<file path="src/rtl/amm_cfg_loader_if.sv">
// Avalon-MM bus between the config loader (master) and the control register block (slave).
interface avalon_mm_if #(
  parameter int unsigned ADDR_W = 4,
  parameter int unsigned DATA_W = 32
);
  logic [ADDR_W-1:0] address;
  logic              write;
  logic [DATA_W-1:0] writedata;
  logic              read;
  logic              waitrequest;
  logic [DATA_W-1:0] readdata;
  logic              readdatavalid;

  modport master (
    output address, write, writedata, read,
    input  waitrequest, readdata, readdatavalid
  );

  modport slave (
    input  address, write, writedata, read,
    output waitrequest, readdata, readdatavalid
  );
endinterface

</file>
<file path="src/rtl/amm_cfg_loader.sv">
// Avalon-MM sequencer that programs the matcher control registers:
// disable (0x0 <- 0), key words to 0x1..0x(REG_DEPTH-1), then enable word to 0x0.
// Optional feature macro: AMM_CFG_READBACK_EN adds a verified readback of the key words
// before the enable write; a mismatch or missing readdatavalid leaves the matcher disabled.
module amm_cfg_loader #(
  parameter int unsigned REG_WIDTH  = 32,
  parameter int unsigned REG_DEPTH  = 4,
  parameter int unsigned RD_TIMEOUT = 16
) (
  input  logic                                clk_i,
  input  logic                                srst_n_i,
  input  logic                                start_i,
  input  logic [REG_DEPTH-2:0][REG_WIDTH-1:0] pattern_i,
  input  logic                                enable_i,
  output logic                                busy_o,
  output logic                                done_o,
  output logic                                error_o,
  avalon_mm_if.master                         amm_master_if
);

  localparam int unsigned PAT_WIDTH = REG_DEPTH - 1;
  localparam int unsigned ADDR_W    = REG_DEPTH;
  localparam int unsigned K_W       = $clog2(PAT_WIDTH) + 1;
  localparam logic [K_W-1:0] K_LAST = K_W'(PAT_WIDTH - 1);
`ifdef AMM_CFG_READBACK_EN
  localparam int unsigned T_W       = $clog2(RD_TIMEOUT + 1);
  localparam logic [T_W-1:0] T_LAST = T_W'(RD_TIMEOUT - 1);
`endif

  // Reject parameter sets the sequencer cannot work with.
  if (RD_TIMEOUT < 2) begin : g_bad_rd_timeout
    $error("amm_cfg_loader: RD_TIMEOUT must be >= 2");
  end
  if (REG_DEPTH < 2) begin : g_bad_reg_depth
    $error("amm_cfg_loader: REG_DEPTH must be >= 2");
  end

  typedef enum logic [2:0] {
    ST_IDLE,
    ST_WR_DIS,
    ST_WR_PAT,
`ifdef AMM_CFG_READBACK_EN
    ST_RD_REQ,
    ST_RD_WAIT,
`endif
    ST_WR_CTRL,
    ST_DONE
  } state_t;

  state_t                                state_q, state_d;
  logic [K_W-1:0]                        k_q, k_d;
  logic [PAT_WIDTH-1:0][REG_WIDTH-1:0]   pat_q, pat_d;
  logic                                  en_q, en_d;
  logic                                  err_q, err_d;
  logic                                  busy_q, busy_d;
  logic                                  done_q, done_d;
  logic                                  write_q, write_d;
  logic                                  read_q, read_d;
  logic [ADDR_W-1:0]                     address_q, address_d;
  logic [REG_WIDTH-1:0]                  wdata_q, wdata_d;
  logic [REG_WIDTH-1:0]                  pat_at_kd;
`ifdef AMM_CFG_READBACK_EN
  logic [T_W-1:0]                        tmo_q, tmo_d;
  logic [REG_WIDTH-1:0]                  pat_at_kq;
`endif

  // Next state, sequencing counters and the registered bus/status values for the next cycle.
  always_comb begin
    state_d   = state_q;
    k_d       = k_q;
    pat_d     = pat_q;
    en_d      = en_q;
    err_d     = err_q;
    pat_at_kd = '0;
`ifdef AMM_CFG_READBACK_EN
    tmo_d     = tmo_q;
    pat_at_kq = '0;
    for (int unsigned p = 0; p < PAT_WIDTH; p++) begin
      if (k_q == K_W'(p)) pat_at_kq = pat_q[p];
    end
`endif

    case (state_q)
      ST_IDLE: begin
        if (start_i) begin
          pat_d   = pattern_i;
          en_d    = enable_i;
          err_d   = 1'b0;
          state_d = ST_WR_DIS;
        end
      end
      ST_WR_DIS: begin
        if (!amm_master_if.waitrequest) begin
          k_d     = '0;
          state_d = ST_WR_PAT;
        end
      end
      ST_WR_PAT: begin
        if (!amm_master_if.waitrequest) begin
          if (k_q == K_LAST) begin
`ifdef AMM_CFG_READBACK_EN
            k_d     = '0;
            state_d = ST_RD_REQ;
`else
            state_d = ST_WR_CTRL;
`endif
          end else begin
            k_d = k_q + K_W'(1);
          end
        end
      end
`ifdef AMM_CFG_READBACK_EN
      ST_RD_REQ: begin
        if (!amm_master_if.waitrequest) begin
          tmo_d   = '0;
          state_d = ST_RD_WAIT;
        end
      end
      ST_RD_WAIT: begin
        if (amm_master_if.readdatavalid) begin
          if (amm_master_if.readdata != pat_at_kq) begin
            err_d   = 1'b1;
            state_d = ST_DONE;
          end else if (k_q == K_LAST) begin
            state_d = ST_WR_CTRL;
          end else begin
            k_d     = k_q + K_W'(1);
            state_d = ST_RD_REQ;
          end
        end else if (tmo_q == T_LAST) begin
          err_d   = 1'b1;
          state_d = ST_DONE;
        end else begin
          tmo_d = tmo_q + T_W'(1);
        end
      end
`endif
      ST_WR_CTRL: begin
        if (!amm_master_if.waitrequest) state_d = ST_DONE;
      end
      ST_DONE: begin
        state_d = ST_IDLE;
      end
      default: begin
        state_d = ST_IDLE;
      end
    endcase

    for (int unsigned p = 0; p < PAT_WIDTH; p++) begin
      if (k_d == K_W'(p)) pat_at_kd = pat_d[p];
    end

    write_d   = 1'b0;
    read_d    = 1'b0;
    address_d = '0;
    wdata_d   = '0;
    busy_d    = (state_d != ST_IDLE) && (state_d != ST_DONE);
    done_d    = (state_d == ST_DONE);
    case (state_d)
      ST_WR_DIS: begin
        write_d = 1'b1;
      end
      ST_WR_PAT: begin
        write_d   = 1'b1;
        address_d = ADDR_W'(k_d) + ADDR_W'(1);
        wdata_d   = pat_at_kd;
      end
`ifdef AMM_CFG_READBACK_EN
      ST_RD_REQ: begin
        read_d    = 1'b1;
        address_d = ADDR_W'(k_d) + ADDR_W'(1);
      end
`endif
      ST_WR_CTRL: begin
        write_d = 1'b1;
        wdata_d = {{(REG_WIDTH-1){1'b0}}, en_d};
      end
      default: begin
      end
    endcase
  end

  // State and output registers; synchronous reset aborts any run in progress.
  always_ff @(posedge clk_i) begin
    if (!srst_n_i) begin
      state_q   <= ST_IDLE;
      k_q       <= '0;
      pat_q     <= '0;
      en_q      <= 1'b0;
      err_q     <= 1'b0;
      busy_q    <= 1'b0;
      done_q    <= 1'b0;
      write_q   <= 1'b0;
      read_q    <= 1'b0;
      address_q <= '0;
      wdata_q   <= '0;
`ifdef AMM_CFG_READBACK_EN
      tmo_q     <= '0;
`endif
    end else begin
      state_q   <= state_d;
      k_q       <= k_d;
      pat_q     <= pat_d;
      en_q      <= en_d;
      err_q     <= err_d;
      busy_q    <= busy_d;
      done_q    <= done_d;
      write_q   <= write_d;
      read_q    <= read_d;
      address_q <= address_d;
      wdata_q   <= wdata_d;
`ifdef AMM_CFG_READBACK_EN
      tmo_q     <= tmo_d;
`endif
    end
  end

  assign busy_o                  = busy_q;
  assign done_o                  = done_q;
  assign error_o                 = err_q;
  assign amm_master_if.address   = address_q;
  assign amm_master_if.write     = write_q;
  assign amm_master_if.writedata = wdata_q;
  assign amm_master_if.read      = read_q;

endmodule
</file>
<file path="src/flat_wrapper.sv">
// flat-port wrapper written by rule: the top's interface ports become plain ports
module amm_cfg_loader_flat 
#(
  parameter int unsigned REG_WIDTH  = 32,
  parameter int unsigned REG_DEPTH  = 4,
  parameter int unsigned RD_TIMEOUT = 16
)
  (clk_i, srst_n_i, start_i, pattern_i, enable_i, busy_o, done_o, error_o, amm_master_if_address, amm_master_if_write, amm_master_if_writedata, amm_master_if_read, amm_master_if_waitrequest, amm_master_if_readdata, amm_master_if_readdatavalid);
  avalon_mm_if amm_master_if_i ();
  input  logic clk_i;
  input  logic srst_n_i;
  input  logic start_i;
  input  logic [REG_DEPTH-2:0][REG_WIDTH-1:0] pattern_i;
  input  logic enable_i;
  output logic busy_o;
  output logic done_o;
  output logic error_o;
  output wire logic [$bits(amm_master_if_i.address)-1:0] amm_master_if_address;
  output wire logic [$bits(amm_master_if_i.write)-1:0] amm_master_if_write;
  output wire logic [$bits(amm_master_if_i.writedata)-1:0] amm_master_if_writedata;
  output wire logic [$bits(amm_master_if_i.read)-1:0] amm_master_if_read;
  input wire logic [$bits(amm_master_if_i.waitrequest)-1:0] amm_master_if_waitrequest;
  input wire logic [$bits(amm_master_if_i.readdata)-1:0] amm_master_if_readdata;
  input wire logic [$bits(amm_master_if_i.readdatavalid)-1:0] amm_master_if_readdatavalid;
  assign amm_master_if_address = amm_master_if_i.address;
  assign amm_master_if_write = amm_master_if_i.write;
  assign amm_master_if_writedata = amm_master_if_i.writedata;
  assign amm_master_if_read = amm_master_if_i.read;
  assign amm_master_if_i.waitrequest = amm_master_if_waitrequest;
  assign amm_master_if_i.readdata = amm_master_if_readdata;
  assign amm_master_if_i.readdatavalid = amm_master_if_readdatavalid;
  amm_cfg_loader #(.REG_WIDTH(REG_WIDTH), .REG_DEPTH(REG_DEPTH), .RD_TIMEOUT(RD_TIMEOUT)) u_core (.clk_i(clk_i), .srst_n_i(srst_n_i), .start_i(start_i), .pattern_i(pattern_i), .enable_i(enable_i), .busy_o(busy_o), .done_o(done_o), .error_o(error_o), .amm_master_if(amm_master_if_i));
endmodule
</file>
<file path="config.mk">
export PLATFORM = sky130hd
export DESIGN_NAME = amm_cfg_loader_flat
export DESIGN_NICKNAME = d
export VERILOG_FILES = /design/src/rtl/amm_cfg_loader_if.sv /design/src/rtl/amm_cfg_loader.sv /design/src/flat_wrapper.sv
export SDC_FILE = /design/constraint.sdc
export NUM_CORES = 1
export LEC_CHECK = 0
export ABC_AREA = 1
export CORE_AREA = 2 2 125 115
export CTS_CLUSTER_DIAMETER = 120
export DETAILED_ROUTE_END_ITERATION = 10
export DIE_AREA = 0 0 127 117
export MAX_ROUTING_LAYER = met4
export PLACE_DENSITY = 0.85
export SYNTH_ARGS = -nofsm -noshare
export SYNTH_HDL_FRONTEND = slang
export SYNTH_SLANG_ARGS = --single-unit
</file>
<file path="constraint.sdc">
create_clock -name clk_i -period 2.57 [get_ports clk_i]
set_clock_uncertainty 0.15 [all_clocks]
set_input_delay 0.514 -clock clk_i [delete_from_list [all_inputs] [get_ports clk_i]]
set_output_delay 0.514 -clock clk_i [all_outputs]
set_load 0.01 [all_outputs]
</file>
# After elaboration in Yosys (flattened, before gate mapping)
# Cells that the tools add are included.
[classes]
add_sub_neg = 2
mux = 19
n_reduce_logical = 6
eq_ne = 11
[ops]
columns = ["op", "n"]
rows = [
  ["96-bit two-way mux", 2],
  ["32-bit two-way mux", 3],
  ["32-bit case mux with 2 select lines", 1],
  ["3-bit two-way mux", 8],
  ["3-bit by 2-bit equality test with 1-bit output (second input constant)", 6],
  ["3-bit case mux with 4 select lines", 1],
  ["3-bit by 1-bit equality test with 1-bit output (second input constant)", 3],
  ["3-bit logical NOT", 2],
  ["3-bit case mux with 2 select lines", 1],
  ["3-bit by 1-bit adder with 4-bit output (second input constant)", 1],
  ["3-bit by 1-bit adder with 3-bit output (second input constant)", 1],
  ["3-bit equality test (second input constant)", 1],
  ["1-bit two-way mux", 3],
  ["3-bit inequality test (second input constant)", 1],
  ["3-bit nonzero test", 1],
  ["3-bit OR reduction", 1],
  ["2-bit AND reduction", 1],
  ["1-bit logical AND", 1],
]
[totals]
out_inout_bits = 41
wordCells = 49
register_bits = 142
input_bits = 134

# Depth between registers and ports, before layout
# Gate-level depths: netlist of run 1.
[depth]
depth_word = 9
mapped_depth = 15
depth_no_buf = 14

# Worst setup path before layout of run 1
# OpenSTA, ideal clock, no wires.
[synth_path]
kind = "register to register"
start = "register u_core.k_q[0]"
end = "register u_core.wdata_q[31] (netlist: u_core.amm_master_if.writedata[31])"
period_less_slack_ns = 2.364
required_ns = 2.364
arrival_time_ns = 2.158
setup_slack_ns = 0.206
n_path_buf = 1
setup_time_ns = 0.056
path_stages_with_launch = 12
cell_sequence = "dfxtp_1 inv_1 ha_1 o31ai_1 inv_1 ha_1 nor2_1 clkbuf_1 nand3_1 nand3_1 nand2_1 inv_1"
[synth_between]
elab_chain_cells = 9
word_cells_on_any_way = 18
cone_classes = "1 x add/sub; 5 x eq/ne; 11 x mux; 1 x reduce/logical"
[synth_rtl]
columns = ["item", "line_no", "rtl"]
rows = [
  ["start, declared", "amm_cfg_loader.sv:51", "logic [K_W-1:0] k_q, k_d;"],
  ["start signal, assigned", "amm_cfg_loader.sv:202", "k_q <= k_d;"],
  ["3-bit by 1-bit adder with 3-bit output or 3-bit by 2-bit equality test with 1-bit output (tied branches)", "amm_cfg_loader.sv:108, amm_cfg_loader.sv:100", ""],
  ["3-bit two-way mux (*)", "amm_cfg_loader.sv:100", "if (k_q == K_LAST) begin"],
  ["3-bit two-way mux (*)", "amm_cfg_loader.sv:99", "if (!amm_master_if.waitrequest) begin"],
  ["3-bit case mux with 2 select lines (*)", "amm_cfg_loader.sv:83", "case (state_q)"],
  ["named net u_core.k_d[1]", "amm_cfg_loader.sv:51", ""],
  ["3-bit logical NOT", "amm_cfg_loader.sv:150", "if (k_d == K_W'(p)) pat_at_kd = pat_d[p];"],
  ["32-bit two-way mux (2 in a row)", "amm_cfg_loader.sv:150", ""],
  ["32-bit two-way mux (*)", "amm_cfg_loader.sv:150", ""],
  ["32-bit case mux with 2 select lines (*)", "amm_cfg_loader.sv:159", "case (state_d)"],
  ["end signal, assigned", "amm_cfg_loader.sv:211", "wdata_q <= wdata_d;"],
  ["end, declared", "amm_cfg_loader.sv:60", "logic [REG_WIDTH-1:0] wdata_q, wdata_d;"],
]
# Mark *: on every way through the listed nets, which the timed path passes. The rest lies on a longest branch.
# A chain may end at the register's enable or synchronous reset.

# Worst setup path after layout of run 1
[layout_path]
start = "register u_core.k_q[0]"
end = "register u_core.wdata_q[26] (netlist: u_core.amm_master_if.writedata[26])"
[layout_between]
elab_chain_cells = 9
word_cells_on_any_way = 18
cone_classes = "1 x add/sub; 5 x eq/ne; 11 x mux; 1 x reduce/logical"
[layout_rtl]
columns = ["item", "line_no"]
rows = [
  ["3-bit by 1-bit adder with 3-bit output or 3-bit by 2-bit equality test with 1-bit output (tied branches)", "amm_cfg_loader.sv:108, amm_cfg_loader.sv:100"],
  ["3-bit two-way mux", "amm_cfg_loader.sv:100"],
  ["3-bit two-way mux", "amm_cfg_loader.sv:99"],
  ["3-bit case mux with 2 select lines (*)", "amm_cfg_loader.sv:83"],
  ["named net u_core.k_d[0]", "amm_cfg_loader.sv:51"],
  ["3-bit logical NOT", "amm_cfg_loader.sv:150"],
  ["32-bit two-way mux (2 in a row)", "amm_cfg_loader.sv:150"],
  ["32-bit two-way mux (*)", "amm_cfg_loader.sv:150"],
  ["32-bit case mux with 2 select lines (*)", "amm_cfg_loader.sv:159"],
]
# Marked as above.

==> metrics.yaml, run 1 <==
overflow: 0
grt_pass1_wl_mm: 26.2
maxSlewViolCount: 0
antenna_violating_nets_post_route: 0
core_sq_mm: 0.0136
top_cell_type_by_total_area_after_synthesis: "sky130_fd_sc_hd__dfxtp_1"
numCtsBuffers: 17
yosys_most_used_dff: "sky130_fd_sc_hd__dfxtp_1"
timing.rr.start: "u_core.k_q[0]"
route.detailed.drc: 0
setup.worst_path.class: "flip-flop to flip-flop"
synth_enable_flop_cells: 0
cts-hold-fix-buffers: 0
setup_viol_count_final: 0
layout_overhead_on_the_synthesized_area_pct: 36.2
vdd_ir_drop_max_v: 0.000417
antenna-diode-count: 0
grt_max_degree: 67
worst_hold_slack_ns: 0.322
syn_inst: 881
h-tree-depth: 4
ys_ff_latch: 142
hp-start: "u_core.pat_q[1]"
layout-drive-gt1-share_pct: 11.5
hold_class: "flip-flop to flip-flop"
total_switching_power_mw: 1.44
synth_cell_type_count: 33
mappedNetlistArea_sq_mm: 0.00636
cp_arrival_ns: 2.62
max_clock_freq_mhz: 418
cp_data_required_time_ns: 2.79
clkSlewWorstSetupHoldPaths_ns: 0.06
final_net_count: 1157
detailed_place_hpwl_mm: 10.3
final_min_period_over_clock_period_pct: 93.1
route.vias.total: 5895
setup_repair_after_global_routing_missed_its_margin: "no"
pwr-share-clk_pct: 42.3
cp-start-kind: "flip-flop"
grt_pass1_vias: 5514
total_die_area_sq_mm: 0.0149
layout.cells.non_filler: 1202
critPathLaunch: "u_core.k_q[0]"
wire_per_inst_um: 13.5
finalWeightedCongestion: 0.804
max-cap-violations: 0
power.share.switching_pct: 24.8
post-place-cells: 1170
status: "complete, no violations"
floorplan.rows: 41
drtIter0Drc: 492
antenna_found_initial: 0
synth_sequential_area_ratio_pct: 44.7
p_per_area_mw_per_mm2: 672
pwr-share-seq_pct: 41.1
clock_sink_count: 142
ctsRootBufferMaster: "sky130_fd_sc_hd__clkbuf_16"
initial_core_util_pct: 46.6
async_flop_share_pct: 0
tns_ns: 0
worst_setup_path_end_kind: "flip-flop"
design.portCount: 175
clock_tree.buffer_depth: 2
syn_avg_cell_area_sq_um: 7.22
synth.top_cell.area_share_pct: 44.7
cts_tree: "done"
finalCriticalPeriod_ns: 2.39
intPower_mw: 4.38
finalHoldViolCount: 0
insertion_delay_ns: 0.43
route.detailed.vias_per_inst: 4.90
totalWireLength_mm: 16.2
timing.critical_path.fanout_max: 18
floorplan.die.width_um: 127
postCtsSetupBuffers: 0
grtUsageTotal_pct: 23.0
pwr-share-comb_pct: 16.6
synth.top_cells.by_area: "sky130_fd_sc_hd__dfxtp_1 (45%), sky130_fd_sc_hd__nand2_1 (12%), sky130_fd_sc_hd__nand3_1 (8.1%)"
yosysMostFrequentCell: "sky130_fd_sc_hd__nand2_1"
ys.warnings.count: 0
die_h_um: 117
place.port_buffers: 139
detailedRoute.firstPassIterationCount: 5
leakage_nw: 4.22
synth_cell_count_leaders: "sky130_fd_sc_hd__nand2_1 (210), sky130_fd_sc_hd__dfxtp_1 (142), sky130_fd_sc_hd__nand3_1 (103), sky130_fd_sc_hd__inv_1 (101), sky130_fd_sc_hd__nor2_1 (70)"
-- registers in the layout (all words and copies together) (netlist names), 3 cells and up --
register and flops:
u_core.pat_q 96, u_core.amm_master_if.writedata 32, u_core.amm_master_if.address 4, u_core.k_q 3, u_core.state_q 3
-- logic make-up (layout without fill, tap and decap cells) --
logic type      after synthesis  count (layout)  synth area share (%)
compound gates              104             104                  9.45
fa+ha+maj                     6               6                  1.18
buf+inv                     166             314                  11.4
flops                       142             142                  44.7
mux                           1               1                 0.157
other cells                   1               2                0.0590
simple gates                461             461                  33.0
-- timing repair --
| action | CTS | global route |
|---|---|---|
| gates resized for setup | 0 | 2 |
| endpoints found under the setup margin | 0 | 6 |
| endpoints found under the hold margin | 0 | 0 |
-- layer usage --
layer | track usage [%] | routed length (um) | vias to the layer above
met5 | - | 0 | -
met4 | 9.08 | 261 | 0
met3 | 5.64 | 1070 | 30
met2 | 37.3 | 7690 | 189
met1 | 28.0 | 7170 | 2675
li1 | - | - | 3001
-- power by group through the flow --
stage	registers, mW	logic (mW)	clock network (mW)
after floorplan	2.44	0.602	0
after global placement	2.43	0.932	0
after detailed placement	2.44	0.952	0
after CTS	2.39	0.963	2.50
after global routing	2.40	1.08	2.60
final	2.39	0.965	2.46
-- per-stage QoR --
step	worst slack, ns	cell area, sq um	util (%)	power [mW]
2_1_floorplan	0.206	6360	-	3.04
3_3_place_gp	-0.205	8050	59.0	3.36
3_5_place_dp	-0.248	8050	59.0	3.39
4_1_cts	0.152	8650	63.4	5.86
5_1_grt	0.0210	8660	63.5	6.08
6_report	0.178	8660	63.5	5.82
-- final cells by class --
type,instances,area (sq um)
Clock buffer,22,494
Clock inverter,10,110
Fill cell,1167,4990
Inverter,110,415
Multi-Input combinational cell,574,2800
Sequential cell,142,2840
Tap cell,172,215
Timing Repair Buffer,172,1780
-- worst max-delay path: stages, from the launching register on --
cell and delay [ns]:
sky130_fd_sc_hd__dfxtp_1 0.36, sky130_fd_sc_hd__inv_1 0.09, sky130_fd_sc_hd__ha_1 0.24, sky130_fd_sc_hd__nand2_1 0.13, sky130_fd_sc_hd__nand4_1 0.11, sky130_fd_sc_hd__nand3_1 0.21, sky130_fd_sc_hd__inv_1 0.09, sky130_fd_sc_hd__ha_1 0.24
sky130_fd_sc_hd__nor2_2 0.20, sky130_fd_sc_hd__buf_6 0.23, sky130_fd_sc_hd__nand3_1 0.10, sky130_fd_sc_hd__nand3_1 0.09, sky130_fd_sc_hd__nand2_1 0.05, sky130_fd_sc_hd__inv_1 0.04
-- path summary, 6_finish.rpt --
| check | end | cells after the start | slack (ns) |
|---|---|---|---|
| min reg2reg | u_core.pat_q[1] | 2 | 0.32 |
| max reg2reg | u_core.amm_master_if.writedata[26] | 13 | 0.18 |
| min | u_core.pat_q[1] | 2 | 0.32 |
| max | u_core.amm_master_if.writedata[26] | 13 | 0.18 |
-- placed cells by master (no fill, tap or decap), types with 4 or more instances in the layout --
cell and count:
sky130_fd_sc_hd__clkbuf_16 17, sky130_fd_sc_hd__nand2_1 210, sky130_fd_sc_hd__buf_4 20, sky130_fd_sc_hd__clkinv_2 7, sky130_fd_sc_hd__dfxtp_1 142, sky130_fd_sc_hd__buf_12 11
sky130_fd_sc_hd__clkdlybuf4s50_1 139, sky130_fd_sc_hd__o21ai_0 23, sky130_fd_sc_hd__o21a_1 31, sky130_fd_sc_hd__or2_0 24, sky130_fd_sc_hd__ha_1 6, sky130_fd_sc_hd__a21oi_1 37
sky130_fd_sc_hd__nand2_2 4, sky130_fd_sc_hd__clkbuf_8 5, sky130_fd_sc_hd__or2_1 7, sky130_fd_sc_hd__inv_2 7, sky130_fd_sc_hd__nor2_1 69, sky130_fd_sc_hd__inv_1 101
sky130_fd_sc_hd__nand3_1 103, sky130_fd_sc_hd__or2_2 31, sky130_fd_sc_hd__o21ai_1 12
No activity file was read; power rests on OpenSTA's default activity.
==> run 2: changes to the inputs <==
--- a/config.mk
+++ b/config.mk
@@ -7,6 +7,7 @@
 export LEC_CHECK = 0
 export ABC_AREA = 1
 export CORE_AREA = 2 2 125 115
+export CTS_BUF_LIST = sky130_fd_sc_hd__clkbuf_4 sky130_fd_sc_hd__clkbuf_8 sky130_fd_sc_hd__clkbuf_16
 export CTS_CLUSTER_DIAMETER = 120
 export DETAILED_ROUTE_END_ITERATION = 10
 export DIE_AREA = 0 0 127 117
==> results of run 2 <==
Same layout as run 1: the final DEF is identical, and so are final timing and power.
